[config.mk]
export PLATFORM = sky130hd
export DESIGN_NAME = bfly_seq
export DESIGN_NICKNAME = d
export VERILOG_FILES = /design/src/rtl/bfly_seq.sv
export SDC_FILE = /design/constraint.sdc
export NUM_CORES = 1
export LEC_CHECK = 0
export ABC_AREA = 1
export BUFFER_PORTS_ARGS = -buffer_cell sky130_fd_sc_hd__buf_2
export CORE_MARGIN = 5
export CORE_UTILIZATION = 40
export DETAILED_ROUTE_END_ITERATION = 7
export GPL_TIMING_DRIVEN = 0
export HOLD_SLACK_MARGIN = 0.08
export SETUP_SLACK_MARGIN = 0.3
export SLEW_MARGIN = 40
export SYNTH_ARGS = -nofsm -noshare
export SYNTH_HDL_FRONTEND = slang
export SYNTH_SLANG_ARGS = --single-unit
[constraint.sdc]
create_clock -name clk -period 3.8 [get_ports clk]
set_input_delay 0.76 -clock clk [delete_from_list [all_inputs] [get_ports clk]]
set_output_delay 0.76 -clock clk [all_outputs]
set_load 0.03 [all_outputs]
[src/rtl/bfly_seq.sv]
// bfly_seq: in-place radix-2 FFT butterfly address sequencer.
// Issues one operand pair per cycle per stage, with a PIPE_LAT drain between stages.
`default_nettype none

module bfly_seq #(
   parameter int LOG2N    = 3,
   parameter int PIPE_LAT = 2,
   localparam int SW = $clog2(LOG2N + 1),
   localparam int TW = (LOG2N > 1) ? LOG2N - 1 : 1
) (
   input  logic             clk,
   input  logic             rst_n,
   input  logic             start,
   input  logic             abort,
   output logic             busy,
   output logic             done,
   output logic [SW-1:0]    stage,
   output logic             rd_en,
   output logic [LOG2N-1:0] rd_addr0,
   output logic [LOG2N-1:0] rd_addr1,
   output logic [TW-1:0]    tw_idx,
   output logic             bfly_en,
   output logic             wr_en,
   output logic [LOG2N-1:0] wr_addr0,
   output logic [LOG2N-1:0] wr_addr1
);

   localparam int DW = $clog2(PIPE_LAT + 1);
   localparam logic [LOG2N-1:0] B_LAST = LOG2N'((1 << (LOG2N - 1)) - 1);
   localparam logic [SW-1:0]    S_LAST = SW'(LOG2N - 1);
   localparam logic [DW-1:0]    D_LAST = DW'(PIPE_LAT - 1);

   typedef enum logic [1:0] {
      IDLE  = 2'd0,
      ISSUE = 2'd1,
      DRAIN = 2'd2,
      FIN   = 2'd3
   } state_t;

   state_t           state, state_nxt;
   logic [LOG2N-1:0] b, b_nxt;
   logic [SW-1:0]    s, s_nxt;
   logic [DW-1:0]    dcnt, dcnt_nxt;
   logic [LOG2N-1:0] mask, a0_nxt, a1_nxt;
   logic [TW-1:0]    tw_nxt;

   logic [PIPE_LAT-1:0] en_pipe;
   logic [LOG2N-1:0]    a0_pipe [PIPE_LAT];
   logic [LOG2N-1:0]    a1_pipe [PIPE_LAT];

   always_ff @(posedge clk or negedge rst_n) begin
      if (!rst_n) begin
         state <= IDLE;
         b     <= '0;
         s     <= '0;
         dcnt  <= '0;
      end else begin
         state <= state_nxt;
         b     <= b_nxt;
         s     <= s_nxt;
         dcnt  <= dcnt_nxt;
      end
   end

   always_comb begin
      state_nxt = state;
      b_nxt     = b;
      s_nxt     = s;
      dcnt_nxt  = dcnt;
      case (state)
         IDLE: begin
            if (start) begin
               state_nxt = ISSUE;
               b_nxt     = '0;
               s_nxt     = '0;
            end
         end
         ISSUE: begin
            if (b == B_LAST) begin
               state_nxt = DRAIN;
               dcnt_nxt  = '0;
            end else begin
               b_nxt = b + LOG2N'(1);
            end
         end
         DRAIN: begin
            if (dcnt == D_LAST) begin
               if (s == S_LAST) begin
                  state_nxt = FIN;
               end else begin
                  state_nxt = ISSUE;
                  s_nxt     = s + SW'(1);
                  b_nxt     = '0;
               end
            end else begin
               dcnt_nxt = dcnt + DW'(1);
            end
         end
         FIN: begin
            state_nxt = IDLE;
            s_nxt     = '0;
            b_nxt     = '0;
         end
         default: state_nxt = IDLE;
      endcase
      // abort overrides every transition, including a start in IDLE
      if (abort) begin
         state_nxt = IDLE;
         b_nxt     = '0;
         s_nxt     = '0;
         dcnt_nxt  = '0;
      end
   end

   // Addresses are computed from next-cycle counters so the outputs can be registered.
   always_comb begin
      mask   = ~({LOG2N{1'b1}} << s_nxt);
      a0_nxt = ((b_nxt >> s_nxt) << (s_nxt + SW'(1))) | (b_nxt & mask);
      a1_nxt = a0_nxt | (LOG2N'(1) << s_nxt);
      tw_nxt = TW'((b_nxt & mask) << (S_LAST - s_nxt));
   end

   always_ff @(posedge clk or negedge rst_n) begin
      if (!rst_n) begin
         busy     <= 1'b0;
         done     <= 1'b0;
         rd_en    <= 1'b0;
         stage    <= '0;
         rd_addr0 <= '0;
         rd_addr1 <= '0;
         tw_idx   <= '0;
      end else begin
         busy     <= (state_nxt != IDLE);
         done     <= (state_nxt == FIN);
         rd_en    <= (state_nxt == ISSUE);
         stage    <= s_nxt;
         rd_addr0 <= a0_nxt;
         rd_addr1 <= a1_nxt;
         tw_idx   <= tw_nxt;
      end
   end

   always_ff @(posedge clk or negedge rst_n) begin
      if (!rst_n) begin
         en_pipe <= '0;
         for (int i = 0; i < PIPE_LAT; i++) begin
            a0_pipe[i] <= '0;
            a1_pipe[i] <= '0;
         end
      end else if (abort) begin
         en_pipe <= '0;
         for (int i = 0; i < PIPE_LAT; i++) begin
            a0_pipe[i] <= '0;
            a1_pipe[i] <= '0;
         end
      end else begin
         en_pipe[0] <= rd_en;
         a0_pipe[0] <= rd_addr0;
         a1_pipe[0] <= rd_addr1;
         for (int i = 1; i < PIPE_LAT; i++) begin
            en_pipe[i] <= en_pipe[i-1];
            a0_pipe[i] <= a0_pipe[i-1];
            a1_pipe[i] <= a1_pipe[i-1];
         end
      end
   end

   assign bfly_en  = en_pipe[0];
   assign wr_en    = en_pipe[PIPE_LAT-1];
   assign wr_addr0 = a0_pipe[PIPE_LAT-1];
   assign wr_addr1 = a1_pipe[PIPE_LAT-1];

endmodule

`default_nettype wire

* Word level (Yosys, flattened, before mapping)
Index checks and enable logic that the tools add are counted. W data, S select, Z words.
Storage, ports and cells: memories 0, ROM bits 0, latch bits 0, output and inout port bits 21, memory bits (writable) 0, logic and storage cells 67, register bits 34, bits of input ports 4
Operators by class: add/subtract/negate cells 5, div/mod/pow operators 0, equality and inequality tests 10, bitwise gates (word level) 4, mux-type cells 24, reduce and logical (&&, ||, !) cells 4, multiply operators 0, shift-type cells 5, order comparisons 0
Operators by type and width (count):
- $mux W2 | 13
- $mux W3 | 5
- $mux W6 | 2
- $pmux W3 S4 | 1
- $eq A2 B2 Y1 const B | 4
- $pmux W2 S4 | 1
- $add A2 B1 Y2 const B | 3
- $eq A2 B1 Y1 const B | 3
- $ne A3 B3 Y1 const B | 2
- $or A3 B3 Y3 | 2
- $pmux W2 S3 | 1
- $pmux W2 S2 | 1
- $add A3 B1 Y3 const B | 1
- $and A3 B3 Y3 | 1
- $eq A3 B2 Y1 const B | 1
- $not A3 Y3 | 1
- $reduce_and A3 Y1 | 1
- $reduce_bool A3 Y1 | 1
- $shl A1 B2 Y3 const A | 1
- $shl A3 B2 Y2 | 1
- $shl A3 B2 Y3 | 1
- $shl A3 B2 Y3 const A | 1
- $shr A3 B2 Y3 | 1
- $logic_not A2 Y1 | 1
- 2 further kinds | 2

* Longest topological paths before layout
depth after elaboration 10, gate-level depth with buffers 15, mapped depth without buffers 15

* Worst setup path after synthesis
Ideal clock, no wire load.
kind flip-flop to flip-flop, start reg, netlist name stage[0], end reg rd_addr1[1], arrival 1943 ps, library setup time 125 ps, clock period less this slack 2067 ps, cell stages (with the launch flop) 15, path slack 1733 ps, data required time 3675 ps, path through dfrtp_1 inv_1 ha_1 nand2_1 nand2_1 nand2_1 nand2_1 nand2_2 ha_1 inv_1 nor2_1 nand3_1 nand2_1 inv_2 nand3_1
RTL lines:
- to (signal assigned) | RTL line 138 | rd_addr1 <= a1_nxt;
- to (decl) | RTL line 20 | output logic [LOG2N-1:0] rd_addr1,

* Final worst setup path
start reg dcnt[1], end reg rd_addr1[1]
Between the ends: longest elaborated chain between the ends 9, elaborated cells between the ends (all ways) 16
RTL lines:
- from (decl) | RTL line 43 | logic [DW-1:0] dcnt, dcnt_nxt;
- from (signal assigned) | RTL line 61 | dcnt <= dcnt_nxt;
- $eq A2 B1 Y1 (*) | RTL line 87 | if (dcnt == D_LAST) begin
- $mux W2 (*) | RTL line 87
- $pmux W2 S3 (*) | RTL line 70 | case (state)
- $mux W2 (*) | RTL line 107 | if (abort) begin
- via s_nxt[0] | RTL line 42 | logic [SW-1:0] s, s_nxt;
- parallel branches: the longest is 4 deep, another holds $add A2 B1 Y2
- $or A3 B3 Y3 (*) | RTL line 119 | a1_nxt = a0_nxt | (LOG2N'(1) << s_nxt);
- via a1_nxt[1] | RTL line 44 | logic [LOG2N-1:0] mask, a0_nxt, a1_nxt;
Mark *: on every way through the listed nets, which the timed path passes. A chain may end at the register's enable or synchronous reset.

==> reports/metrics.yaml <==
clock_tree:
  clk_path_buf_depth: 2
  htreeDepth: 2
  cts_tree: "done"
  post-cts-setup-buffers: 0
  cts_sinks: 34
  hold_buffers: 0
  clockRootBuffer: "clkbuf_8"
  clkTransAtPathRegs_ns: 0.07
  cts_repair_resize_count: 0
  cts_buffers: 5
  clock_latency_ns: 0.28
placed_design:
  dpl_cell_area_um2: 1850
  io_buffers: 24
  dp_hpwl_um: 2210
  post-place-cells: 272
  pre_cts_ws_ns: 1.40
  gp_congestion: 0.816
routing:
  drt_wl_total_um: 2920
  route.met3.wl_um: 138
  drt_iter0_drc: 41
  dr.pass1.iters: 4
  top_layer: "met4"
  drcViolationCount: 0
  wl_met2_um: 1410
  route.detailed.vias_per_inst: 4.52
  m1WireLength_um: 1300
  ant_nets: 0
  num_vias: 1261
  wl_per_cell_um: 10.5
min_path:
  hp-class: "primary input to asynchronous set/reset pin"
cells_and_area:
  antenna_cells: 0
  fin_nets: 241
  fill_cells: 410
  finish.utilization: 0.488
  final_cell_mix: "40 x inv_1, 34 x dfrtp_1, 32 x nand2_1"
  regArea_um2: 851
  layout_commonest_cell: "inv_1"
  drive_above_1_share: 0.236
  final_area_um2: 1970
  finalNonFillerCells: 279
  multi_input_area_um2: 592
  area_growth_pct: 17.8
critical_path:
  crit_type: "flop to flop"
  cp_max_fo: 8
  arrival_ns: 2.33
  slowest_stage: "dfrtp_1"
  crit_chain: "inv_1 > ha_1 > nand2_1 > nand2_2 > nand2_4 > a21oi_4 > ha_1 > inv_1 > nor2_1 > nand3_1 > nand2_1 > inv_2 > nand3_1"
  cp.required_ns: 3.96
  startpoint_type: "flop"
  slowest_delay_ns: 0.36
  cp-end-kind: "flop"
  reg2reg_depth: 13
sta:
  worst_pin_slew_ns: 0.523
  setup_viol: 0
  slew_viol_final: 0
  fin_crit_sh: 0.569
  rsz0062_at_grt: "no"
  timing.hold.ws_ns: 0.408
  skew_ns: 0.00166
  timing.setup.tns_ns: 0
  maxSlewHeadroom: 0.651
  worst_slack_ns: 1.64
  post-route-min-period_ns: 2.16
  hold_viol_final: 0
  fmax_ghz: 0.462
synth:
  synth_nets: 210
  synthCells: 198
  synthesis.area_um2: 1670
  ys_ff_latch: 34
  ys_warn_count: 0
  syn_avg_cell_area_um2: 8.43
  ys_seq_area_frac: 0.510
  synth_cell_type_count: 19
grt:
  grt_pass1_wl_um: 5160
  grt_max_degree: 35
  antenna_found_initial: 0
  grt_pass1_vias: 1161
  track_usage: 0.124
  grt.overflow.total: 0
pwr:
  clockPowerShare: 0.433
  seq_power_share: 0.488
  combPwrFrac: 0.079
  p_per_area_nw_per_um2: 391
  ir_worst_vdd_mv: 0.146
  p_sw_mw: 0.172
  total_power_mw: 0.770
  switching_share: 0.223
  leakage_nw: 1.12
  p_int_mw: 0.598
floorplanning:
  num_rows: 23
  die_w_um: 74.6
  die_h_um: 74.6
  ios: 25
  die_area_um2: 5560
  core_area_um2: 4030
  initial_core_util: 0.414
job:
  max-cap-violations: 0
run_status:
  status: "complete, no violations"
area by class of cell:
class,count,area share
flip-flops and latches,34,0.433
plain buffers,8,0.0267
well taps,50,0.0318
inverters,45,0.0884
clock inverters,1,0.0153
clock buffers,6,0.0420
repair buffers,24,0.0623
multi-input cells,111,0.301
Yosys cell counts:
cell type | number | area [µm²]
inv_1 | 40 | 150
dfrtp_1 | 34 | 851
nand2_1 | 32 | 120
nor2_1 | 25 | 93.8
nand3_1 | 14 | 70.1
ha_1 | 8 | 100
nand2_2 | 7 | 43.8
buf_4 | 6 | 45.0
o21ai_0 | 6 | 30.0
a21oi_1 | 5 | 25.0
inv_2 | 4 | 15.0
nand4_1 | 4 | 25.0
nor3_1 | 4 | 20.0
clkbuf_1 | 2 | 7.51
nand2_4 | 2 | 22.5
nand3_2 | 2 | 20.0
a21oi_4 | 1 | 16.3
clkinv_4 | 1 | 8.76
o21ai_1 | 1 | 5.00
state kept, by name (all words and copies together), names as in the netlist:
name	cells
a0_pipe	3
a1_pipe	3
b	3
busy	1
dcnt	2
done	1
en_pipe	2
rd_addr0	3
rd_addr1	3
rd_en	1
stage	2
state	2
tw_idx	2
wr_addr0	3
wr_addr1	3
power groups by stage:
stage	Sequential (mW)	Combinational (mW)	Clock [mW]
6_report	0.376	0.0606	0.333
5_1_grt	0.377	0.0694	0.359
4_1_cts	0.376	0.0618	0.341
3_5_place_dp	0.383	0.0615	0
3_3_place_gp	0.383	0.0611	0
2_1_floorplan	0.392	0.0299	0
critical path: cells and delay by family (launching register included):
kind                       cells  cell delay [ns]
AOI/OAI and AO/OA              1             0.26
adders and majority gates      2             0.62
buffers and inverters          3             0.27
DFF                            1             0.36
and+or+nand+nor                7             0.55
worst paths after layout:
path	from	endpoint	slack (ns)
max	dcnt[1]	rd_addr1[1]	1.64
min	rst_n	stage[1]	0.41
max reg2reg	dcnt[1]	rd_addr1[1]	1.64
min reg2reg	a1_pipe[4]	wr_addr1[1]	0.46
max in group asynchronous	rst_n	wr_addr0[1]	3.09
min in group clk	a1_pipe[4]	wr_addr1[1]	0.46
cell families (layout without fill, tap and decap cells):
group	after synthesis	in the layout	synth area share
compound gates	13	13	0.0457
fa+ha+maj	8	8	0.0600
buf+inv	53	84	0.136
flops	34	34	0.510
simple gates	90	90	0.249
metal layers:
| metal | GRT usage | vias up |
|---|---|---|
| met5 | 0 | - |
| met4 | 0.0593 | 0 |
| met3 | 0.0419 | 6 |
| met2 | 0.200 | 18 |
| met1 | 0.149 | 583 |
| li1 | - | 654 |
No activity file was read; power rests on OpenSTA's default activity.
